==> src/rtl/seg_scan_ctrl_pkg.sv <==
// Shared definitions for the 7-segment scan controller: FSM encoding and BCD limits.
package seg_scan_ctrl_pkg;

   // Scan FSM states: BLANK holds all digits dark, SHOW drives one digit.
   typedef enum logic {
      ST_BLANK = 1'b0,
      ST_SHOW  = 1'b1
   } scan_state_e;

   // Largest legal BCD digit; anything above is treated as undisplayable.
   localparam logic [3:0] BCD_MAX = 4'd9;

   function automatic logic bcd_invalid(input logic [3:0] nib);
      return nib > BCD_MAX;
   endfunction

endpackage

==> src/rtl/seg_scan_ctrl_if.sv <==
// Host/display-side signal bundle of the scan controller.
// master = value source (timer logic), slave = seg_scan_ctrl.
interface seg_scan_if #(
   parameter int DIGITS = 4
);
   logic                  upd;
   logic [4*DIGITS-1:0]   digits_in;
   logic                  lz_en;
   logic [3:0]            num;
   logic                  seg_en;
   logic [DIGITS-1:0]     dig_sel;
   logic                  frame_done;

   modport master (
      output upd, digits_in, lz_en,
      input  num, seg_en, dig_sel, frame_done
   );

   modport slave (
      input  upd, digits_in, lz_en,
      output num, seg_en, dig_sel, frame_done
   );
endinterface

==> src/rtl/seg_scan_ctrl_slot_timer.sv <==
// Free-running slot position counter with strobes marking the blank end,
// the last-but-one slot cycle and the final slot cycle.
module scan_slot_timer #(
   parameter int SCAN_DIV  = 50000,
   parameter int BLANK_CYC = 1000,
   localparam int CNT_W    = $clog2(SCAN_DIV)
) (
   input  logic clk,
   input  logic rst_n,
   output logic blank_end,
   output logic pre_end,
   output logic slot_end
);
   logic [CNT_W-1:0] cnt_reg;
   logic [CNT_W-1:0] cnt_next;

   assign blank_end = (cnt_reg == CNT_W'(BLANK_CYC - 1));
   assign pre_end   = (cnt_reg == CNT_W'(SCAN_DIV - 2));
   assign slot_end  = (cnt_reg == CNT_W'(SCAN_DIV - 1));

   // Next slot position: wrap to 0 after the last cycle of the slot.
   always_comb begin
      cnt_next = cnt_reg + CNT_W'(1);
      if (slot_end)
         cnt_next = '0;
   end

   // Slot position register.
   always_ff @(posedge clk or negedge rst_n) begin
      if (!rst_n)
         cnt_reg <= '0;
      else
         cnt_reg <= cnt_next;
   end
endmodule

==> src/rtl/seg_scan_ctrl.sv <==
// Time-multiplexed 7-segment scan controller with double-buffered value,
// inter-digit blanking and optional leading-zero suppression.
module seg_scan_ctrl
   import seg_scan_ctrl_pkg::*;
#(
   parameter int DIGITS    = 4,
   parameter int SCAN_DIV  = 50000,
   parameter int BLANK_CYC = 1000
) (
   input logic       clk,
   input logic       rst_n,
   seg_scan_if.slave bus
);
   localparam int              IDX_W    = (DIGITS > 1) ? $clog2(DIGITS) : 1;
   localparam logic [IDX_W-1:0] IDX_LAST = IDX_W'(DIGITS - 1);

   scan_state_e          state_reg, state_next;
   logic [IDX_W-1:0]     idx_reg, idx_next;
   logic [4*DIGITS-1:0]  stage_reg, shadow_reg;
   logic [3:0]           num_reg, num_next;
   logic                 seg_en_reg, seg_en_next;
   logic [DIGITS-1:0]    dig_sel_reg, dig_sel_next;
   logic                 frame_done_reg, frame_done_next;

   logic                 blank_end, pre_end, slot_end;
   logic [3:0]           nib_arr [DIGITS];
   logic [DIGITS-1:0]    upper_zero;
   logic [3:0]           cur_nib;
   logic                 suppress;

   scan_slot_timer #(
      .SCAN_DIV  (SCAN_DIV),
      .BLANK_CYC (BLANK_CYC)
   ) u_timer (
      .clk       (clk),
      .rst_n     (rst_n),
      .blank_end (blank_end),
      .pre_end   (pre_end),
      .slot_end  (slot_end)
   );

   // upper_zero[i]: every shadow nibble from i up to the most significant is 0.
   for (genvar gi = 0; gi < DIGITS; gi++) begin : g_nib
      assign nib_arr[gi]    = shadow_reg[4*gi +: 4];
      assign upper_zero[gi] = ~|shadow_reg[4*DIGITS-1:4*gi];
   end

   assign cur_nib  = nib_arr[idx_reg];
   assign suppress = bcd_invalid(cur_nib) ||
                     (bus.lz_en && (idx_reg != '0) && upper_zero[idx_reg]);

   // Next-state and next-output logic; outputs are precomputed so they
   // register together and select/data never disagree.
   always_comb begin
      state_next      = state_reg;
      idx_next        = idx_reg;
      num_next        = 4'd0;
      seg_en_next     = 1'b0;
      dig_sel_next    = '0;
      frame_done_next = pre_end && (idx_reg == IDX_LAST);
      case (state_reg)
         ST_BLANK: if (blank_end) state_next = ST_SHOW;
         ST_SHOW: begin
            if (slot_end) begin
               state_next = ST_BLANK;
               idx_next   = (idx_reg == IDX_LAST) ? '0 : idx_reg + IDX_W'(1);
            end
         end
         default: state_next = ST_BLANK;
      endcase
      if (state_next == ST_SHOW) begin
         dig_sel_next = DIGITS'(1) << idx_reg;
         num_next     = cur_nib;
         seg_en_next  = !suppress;
      end
   end

   // FSM state register.
   always_ff @(posedge clk or negedge rst_n) begin
      if (!rst_n)
         state_reg <= ST_BLANK;
      else
         state_reg <= state_next;
   end

   // Digit index, value buffers and registered outputs; shadow takes the
   // staged value on the frame_done cycle so a frame is never torn.
   always_ff @(posedge clk or negedge rst_n) begin
      if (!rst_n) begin
         idx_reg        <= '0;
         stage_reg      <= '0;
         shadow_reg     <= '0;
         num_reg        <= 4'd0;
         seg_en_reg     <= 1'b0;
         dig_sel_reg    <= '0;
         frame_done_reg <= 1'b0;
      end else begin
         idx_reg        <= idx_next;
         if (bus.upd)
            stage_reg  <= bus.digits_in;
         if (frame_done_reg)
            shadow_reg <= stage_reg;
         num_reg        <= num_next;
         seg_en_reg     <= seg_en_next;
         dig_sel_reg    <= dig_sel_next;
         frame_done_reg <= frame_done_next;
      end
   end

   assign bus.num        = num_reg;
   assign bus.seg_en     = seg_en_reg;
   assign bus.dig_sel    = dig_sel_reg;
   assign bus.frame_done = frame_done_reg;
endmodule

==> src/flat_wrapper.sv <==
// flat-port wrapper written by rule: the top's interface ports become plain ports
module seg_scan_ctrl_flat import seg_scan_ctrl_pkg::*;
#(
   parameter int DIGITS    = 4,
   parameter int SCAN_DIV  = 50000,
   parameter int BLANK_CYC = 1000
)
  (clk, rst_n, bus_upd, bus_digits_in, bus_lz_en, bus_num, bus_seg_en, bus_dig_sel, bus_frame_done);
  seg_scan_if #(.DIGITS(DIGITS)) bus_i ();
  input logic clk;
  input logic rst_n;
  input wire logic [$bits(bus_i.upd)-1:0] bus_upd;
  input wire logic [$bits(bus_i.digits_in)-1:0] bus_digits_in;
  input wire logic [$bits(bus_i.lz_en)-1:0] bus_lz_en;
  output wire logic [$bits(bus_i.num)-1:0] bus_num;
  output wire logic [$bits(bus_i.seg_en)-1:0] bus_seg_en;
  output wire logic [$bits(bus_i.dig_sel)-1:0] bus_dig_sel;
  output wire logic [$bits(bus_i.frame_done)-1:0] bus_frame_done;
  assign bus_i.upd = bus_upd;
  assign bus_i.digits_in = bus_digits_in;
  assign bus_i.lz_en = bus_lz_en;
  assign bus_num = bus_i.num;
  assign bus_seg_en = bus_i.seg_en;
  assign bus_dig_sel = bus_i.dig_sel;
  assign bus_frame_done = bus_i.frame_done;
  seg_scan_ctrl #(.DIGITS(DIGITS), .SCAN_DIV(SCAN_DIV), .BLANK_CYC(BLANK_CYC)) u_core (.clk(clk), .rst_n(rst_n), .bus(bus_i));
endmodule
==> config.mk <==
export PLATFORM = sky130hd
export DESIGN_NAME = seg_scan_ctrl_flat
export DESIGN_NICKNAME = d
export VERILOG_FILES = /design/src/rtl/seg_scan_ctrl_pkg.sv /design/src/rtl/seg_scan_ctrl_if.sv /design/src/rtl/seg_scan_ctrl_slot_timer.sv /design/src/rtl/seg_scan_ctrl.sv /design/src/flat_wrapper.sv
export SDC_FILE = /design/constraint.sdc
export NUM_CORES = 1
export LEC_CHECK = 0
export BUFFER_PORTS_ARGS = -buffer_cell sky130_fd_sc_hd__clkbuf_2
export CAP_MARGIN = 40
export CORE_MARGIN = 4
export CORE_UTILIZATION = 23
export DETAILED_ROUTE_END_ITERATION = 8
export PLACE_DENSITY = 0.46
export SYNTH_ARGS = -nofsm -noshare
export SYNTH_HDL_FRONTEND = slang
export SYNTH_HIERARCHICAL = 1
export SYNTH_SLANG_ARGS = --single-unit
==> constraint.sdc <==
create_clock -name clk -period 5.4 [get_ports clk]
set_clock_uncertainty 0.1 [all_clocks]
set_input_delay 0.54 -clock clk [delete_from_list [all_inputs] [get_ports clk]]
set_output_delay 0.54 -clock clk [all_outputs]
set_load 0.05 [all_outputs]
# After elaboration in Yosys (flattened, before gate mapping)
# Index checks and enable logic that the tools add are counted.
[word_totals]
register_bits = 61
input_bits = 20
out_inout_bits = 10
word_cells = 49
[op_classes]
n_addsub = 2
order_cmp = 3
n_eq_ne = 4
shift = 1
muxes = 13
bitwise_logic = 2
reduce_logical = 15
[op_table]
columns = ["cell", "count"]
rows = [
  ["$eq A16 B16 Y1 const B", 2],
  ["$add A16 B1 Y16 const B", 1],
  ["$eq A16 B10 Y1 const B", 1],
  ["$mux W16", 1],
  ["$mux W4", 4],
  ["$reduce_or A16 Y1", 1],
  ["$reduce_or A12 Y1", 1],
  ["$bmux W4 S2", 1],
  ["$reduce_or A8 Y1", 1],
  ["$logic_not A1 Y1", 5],
  ["$gt A4 B4 Y1 const B", 1],
  ["$mux W1", 4],
  ["$reduce_or A4 Y1", 1],
  ["$shl A1 B2 Y4 const A", 1],
  ["$ge A3 B3 Y1 const B", 1],
  ["$logic_and A1 B1 Y1", 3],
  ["$lt A2 B3 Y1 const B", 1],
  ["$not A2 Y3", 1],
  ["$add A2 B1 Y2 const B", 1],
  ["$bmux W1 S2", 1],
  ["$eq A2 B2 Y1 const B", 1],
  ["$mux W2", 1],
  ["$pmux W1 S2", 1],
  ["$reduce_and A2 Y1", 1],
  ["other kinds (3)", 3],
]

# Longest topological paths before layout
[depth]
depth_word = 8
depth_mapped = 7
ltp_nobuf = 7

# Modules after synthesis
# The synthesis kept the hierarchy.
[modules_own_cells]
columns = ["mod", "instances", "cells_each", "area_per_inst_um2", "seq_area_each_um2"]
rows = [
  ["seg_scan_ctrl", 1, 118, 1828.0, 1126.1],
  ["scan_slot_timer", 1, 74, 803.3, 400.4],
]

# Least setup slack after synthesis
# No wires, ideal clock.
[synth_path]
path_kind = "flip-flop to flip-flop"
from = "reg u_core.u_timer.cnt_reg[13]"
to = "reg u_core.idx_reg[1]"
setup_ns = 0.128
arrival_time_ns = 1.862
required_time_ns = 5.172
path_slack_ns = 3.310
stages_incl_launch_ff = 5
path_buffers = 0
synth_period_minus_slack_ns = 2.090
path_cell_list = "dfrtp_1 -> or4_4 -> nor4_4 -> nand2_1 -> mux2_1"
[synth_via]
elab_chain_len = 2
[synth_rtl]
columns = ["item", "line", "text"]
rows = [
  ["from (decl)", "seg_scan_ctrl_slot_timer.sv:14", "logic [CNT_W-1:0] cnt_reg;"],
  ["from (signal assigned)", "seg_scan_ctrl_slot_timer.sv:33", "cnt_reg <= cnt_next;"],
  ["$eq A16 B16 Y1", "seg_scan_ctrl_slot_timer.sv:19", "assign slot_end = (cnt_reg == CNT_W'(SCAN_DIV - 1));"],
  ["named net u_core.slot_end", "seg_scan_ctrl.sv:25", "logic blank_end, pre_end, slot_end;"],
  ["$reduce_and A2 Y1 (no source line)", "n/a", ""],
  ["to (signal assigned)", "seg_scan_ctrl.sv:98", "idx_reg <= idx_next;"],
  ["to (decl)", "seg_scan_ctrl.sv:18", "logic [IDX_W-1:0] idx_reg, idx_next;"],
]
# The timed path passes the listed nets, and every way through them passes these cells.
# A chain may end at the register's enable or synchronous reset.

# Worst setup path after layout
[layout_path]
from = "reg u_core.u_timer.cnt_reg[13]"
to = "reg u_core.dig_sel_reg[2] (netlist: u_core/bus.dig_sel[2])"
[layout_via]
elab_chain_len = 4
elab_cells_between_ends = 6
cone_classes = "2 x eq/ne; 4 x mux"
[layout_rtl]
columns = ["item", "line", "text"]
rows = [
  ["$eq A16 B16 Y1", "seg_scan_ctrl_slot_timer.sv:19", ""],
  ["named net u_core.slot_end", "seg_scan_ctrl.sv:25", ""],
  ["$mux W1", "seg_scan_ctrl.sv:64", "if (slot_end) begin"],
  ["$pmux W1 S2", "seg_scan_ctrl.sv:61", "case (state_reg)"],
  ["named net u_core.state_next", "seg_scan_ctrl.sv:17", "scan_state_e state_reg, state_next;"],
  ["$mux W4", "seg_scan_ctrl.sv:71", "if (state_next == ST_SHOW) begin"],
  ["named net u_core.dig_sel_next[2]", "seg_scan_ctrl.sv:22", "logic [DIGITS-1:0] dig_sel_reg, dig_sel_next;"],
  ["to (signal assigned)", "seg_scan_ctrl.sv:105", "dig_sel_reg <= dig_sel_next;"],
  ["to (decl)", "seg_scan_ctrl.sv:22", ""],
]
# The timed path passes the listed nets, and every way through them passes these cells.

==> parameters.txt <==
Parameter                              Value

Run status
  Result of the run ... completed

Layout
  Most frequent standard cell in the layout excluding fill and tap cells ... dfrtp_1
  Layout Cells excl Fill ... 372
  Share of post-route cells with drive strength above 1 ... 24.1%
  Final design area excluding fillers ... 0.00326 sq mm
  Area used by multi-input combinational logic ... between 0.001 and 0.0015 sq mm
  Commonest non-fill, non-tap cells in the layout ... dfrtp_1, mux2_1, clkbuf_2
  Footprint of the flip-flops and latches ... 0.00153 sq mm
  Final antenna diode count ... 0
  Layout net count ... 253
  Area added between synthesis and finish ... 24.0%
  Filler cells ... 1155

STA
  Summed negative setup slack over all endpoints ... 0 ps
  Final Hold Violating Endpoints ... 0
  Final max-slew violation count ... 0
  RSZ-0062 raised after global routing ... no
  Worst Setup Slack, final ... 3100 ps
  Tcrit/Tclk final ... 42.5%
  Worst slew margin ... 46.8%
  Number of failing setup endpoints in the final timing report ... 0
  Clock period minus worst slack ... 2300 ps
  Highest clock rate ... about 440 MHz
  Actual transition at the worst max-transition pin ... roughly 800 ps

Drt
  Total number of vias ... between 1500 and 2000
  First DRT Iteration DRCs ... 65
  Via density ... 4.23
  Count of antenna-violating nets left after detailed routing ... 0
  Count of unresolved DRC violations after routing ... 0
  1st-pass router iterations ... 4
  Final routed wirelength across all metal layers ... 5.07 mm
  Average routed wire per standard cell ... 13.6 um

Clock network
  Post-CTS setup buffer count ... 0
  Number of gates resized after cts ... 0
  Clock input transition at the sequential cells of the worst setup and hold paths ... 50 ps
  Root Buffer Master ... clkbuf_16
  Clock tree from TritonCTS ... done
  Clock latency of the later-clocked register in the worst-skew pair ... 320 ps
  Hold-fix buffer count after cts ... 0
  H-tree depth ... 3
  Total CTS buffers ... 9
  Count of clock tree sinks ... 61
  Clock tree buffer depth ... 2

GRT
  Remaining global-route overflow ... 0
  Maximum number of pins on one net before global-route repair ... 62
  Global-route total usage across every layer ... 8.53%
  Wire length of the first global-routing pass ... 8.71 mm
  Number of antenna violations at the first check in global routing ... 0
  Vias in the first global route ... roughly 1700

Setup path
  CP Class ... register to register
  Kind of capture point of the worst setup path ... register
  Critical path data required time ... 5510 ps
  Maximum fanout encountered on the critical timing path ... 10
  Kind of start point of the critical path ... register
  Crit path DAT ... between 2000 and 2500 ps

Pwr
  Total power density per cell area ... 347 mW/mm^2
  VDD IR max ... 0.138 mV
  Total leakage power ... 1.56 nW

Synthesis
  Share of synthesized area occupied by flip-flops and latches ... about three fifths
  Count of different cell masters after synthesis ... 35
  Syn Nets ... 218
  Syn Std Cell Area ... between 0.002 and 0.003 sq mm
  Post-synthesis sequential element count ... 61
  Synth Instances ... 192
  Yosys synthesis warning count ... 6
  Post-synthesis area per instance ... 13.7 sq um

Place
  Cell Area, Placed ... 0.00293 sq mm
  Post-Place Setup Slack ... between 3000 and 4000 ps
  Cell total after placement ... between 300 and 400
  Placer Congestion ... between 0.7 and 0.8
  Count of input and output buffers ... 29
  HPWL reported at the end of detailed placement ... about 3.5 mm

Die
  Total core area ... 0.0110 sq mm
  Starting density of the core ... 23.9%
  Num rows ... 38
  Total die area ... 0.0132 sq mm
  Die width ... 115 um
  IO Count ... 30
  Die boundary height ... 115 um

Worst hold path
  Type of the tightest min-delay check ... primary input to asynchronous set/reset pin

Job
  Max-Cap Viols ... 0
[metal layers]
layer	up-vias	share of wire, %	track usage [%]
met5	-	0	0
met2	30	49	13.7
li1	751	-	-
met4	0	1.2	3.05
met1	787	46	10.4
met3	4	4.5	3.42
[final cells by class]
cell class	instances	share of cell area (%)
multi-input combinational	120	32.3
clock buffer	11	7.75
timing repair buffer	30	4.68
inverter	5	0.575
tap	140	5.37
clock inverter	5	2.53
sequential	61	46.8
[synth_stat cells]
cell	count	area, sq um
a21o_1	1	7.51
a21oi_1	3	15.0
and2_1	9	56.3
and3_1	3	18.8
and4_2	1	10.0
buf_2	2	10.0
buf_6	1	11.3
clkbuf_1	3	11.3
dfrtp_1	61	1530
ha_1	6	75.1
inv_1	5	18.8
mux2_1	33	372
mux2i_1	1	10.0
mux4_2	4	90.1
nand2_1	8	30.0
nand3_1	3	15.0
nand4_1	4	25.0
nand4b_2	1	15.0
nor2_1	9	33.8
nor3_1	2	10.0
nor4_1	6	37.5
nor4_2	1	12.5
nor4_4	1	21.3
nor4b_1	1	8.76
o21a_4	1	15.0
o21ai_0	2	10.0
o21ai_1	1	5.00
or2_1	1	6.26
or2b_1	1	7.51
or3_1	1	6.26
or3b_1	1	8.76
or4_1	2	15.0
or4_4	1	11.3
xnor2_1	5	43.8
xor2_1	7	61.3
[final timing paths]
kind                       depth (start not counted)  slack, ps                                 start                              endpoint
hold reg to reg                                    1        380   u_core/u_timer/cnt_reg[0]$_DFF_PN0_   u_core/u_timer/cnt_reg[0]$_DFF_PN0_
setup / recovery                                   5       3100  u_core/u_timer/cnt_reg[13]$_DFF_PN0_       u_core/bus.dig_sel[2]$_DFF_PN0_
setup reg to reg                                   5       3100  u_core/u_timer/cnt_reg[13]$_DFF_PN0_       u_core/bus.dig_sel[2]$_DFF_PN0_
min in group clk                                   2        330                      bus_digits_in[6]       u_core/stage_reg[6]$_DFFE_PN0P_
max in group asynchronous                          2       4410                                 rst_n           u_core/bus.seg_en$_DFF_PN0_
hold / removal                                     2        270                                 rst_n  u_core/u_timer/cnt_reg[15]$_DFF_PN0_
[power by group]
group	internal, W	total, W	switching [W]
logic	0.0000129	0.0000277	0.0000148
clock network	0.000429	0.000628	0.000200
registers	0.000470	0.000475	0.00000584
total	0.000911	0.00113	0.000220
[per-stage QoR]
step                util (%)  power, W  hold slack (ps)
finish                  29.6   0.00113              270
global placement        26.5  0.000512              375
global route            29.6   0.00118              331
floorplan                  -  0.000493              144
CTS                     29.6   0.00115              310
detailed placement      26.5  0.000513              375
[cells by family (layout without fill, tap and decap cells)]
kind of cell / Yosys count / count (layout) / share of synthesized area (%)
xor gates and xnor gates: 12 / 12 / 3.99
and+or+nand+nor: 56 / 56 / 13.3
AOI/OAI and AO/OA: 8 / 8 / 2.00
buffers and inverters: 11 / 51 / 1.95
muxes: 38 / 38 / 17.9
adders and majority gates: 6 / 6 / 2.85
DFF: 61 / 61 / 58.0
[critical path, stage by stage (launching register included)]
cell,delay [ps]
dfrtp_1,410
or4_4,580
nor4_4,500
nand2_1,230
o21a_4,210
and2_1,160
No activity file was read; power rests on OpenSTA's default activity.
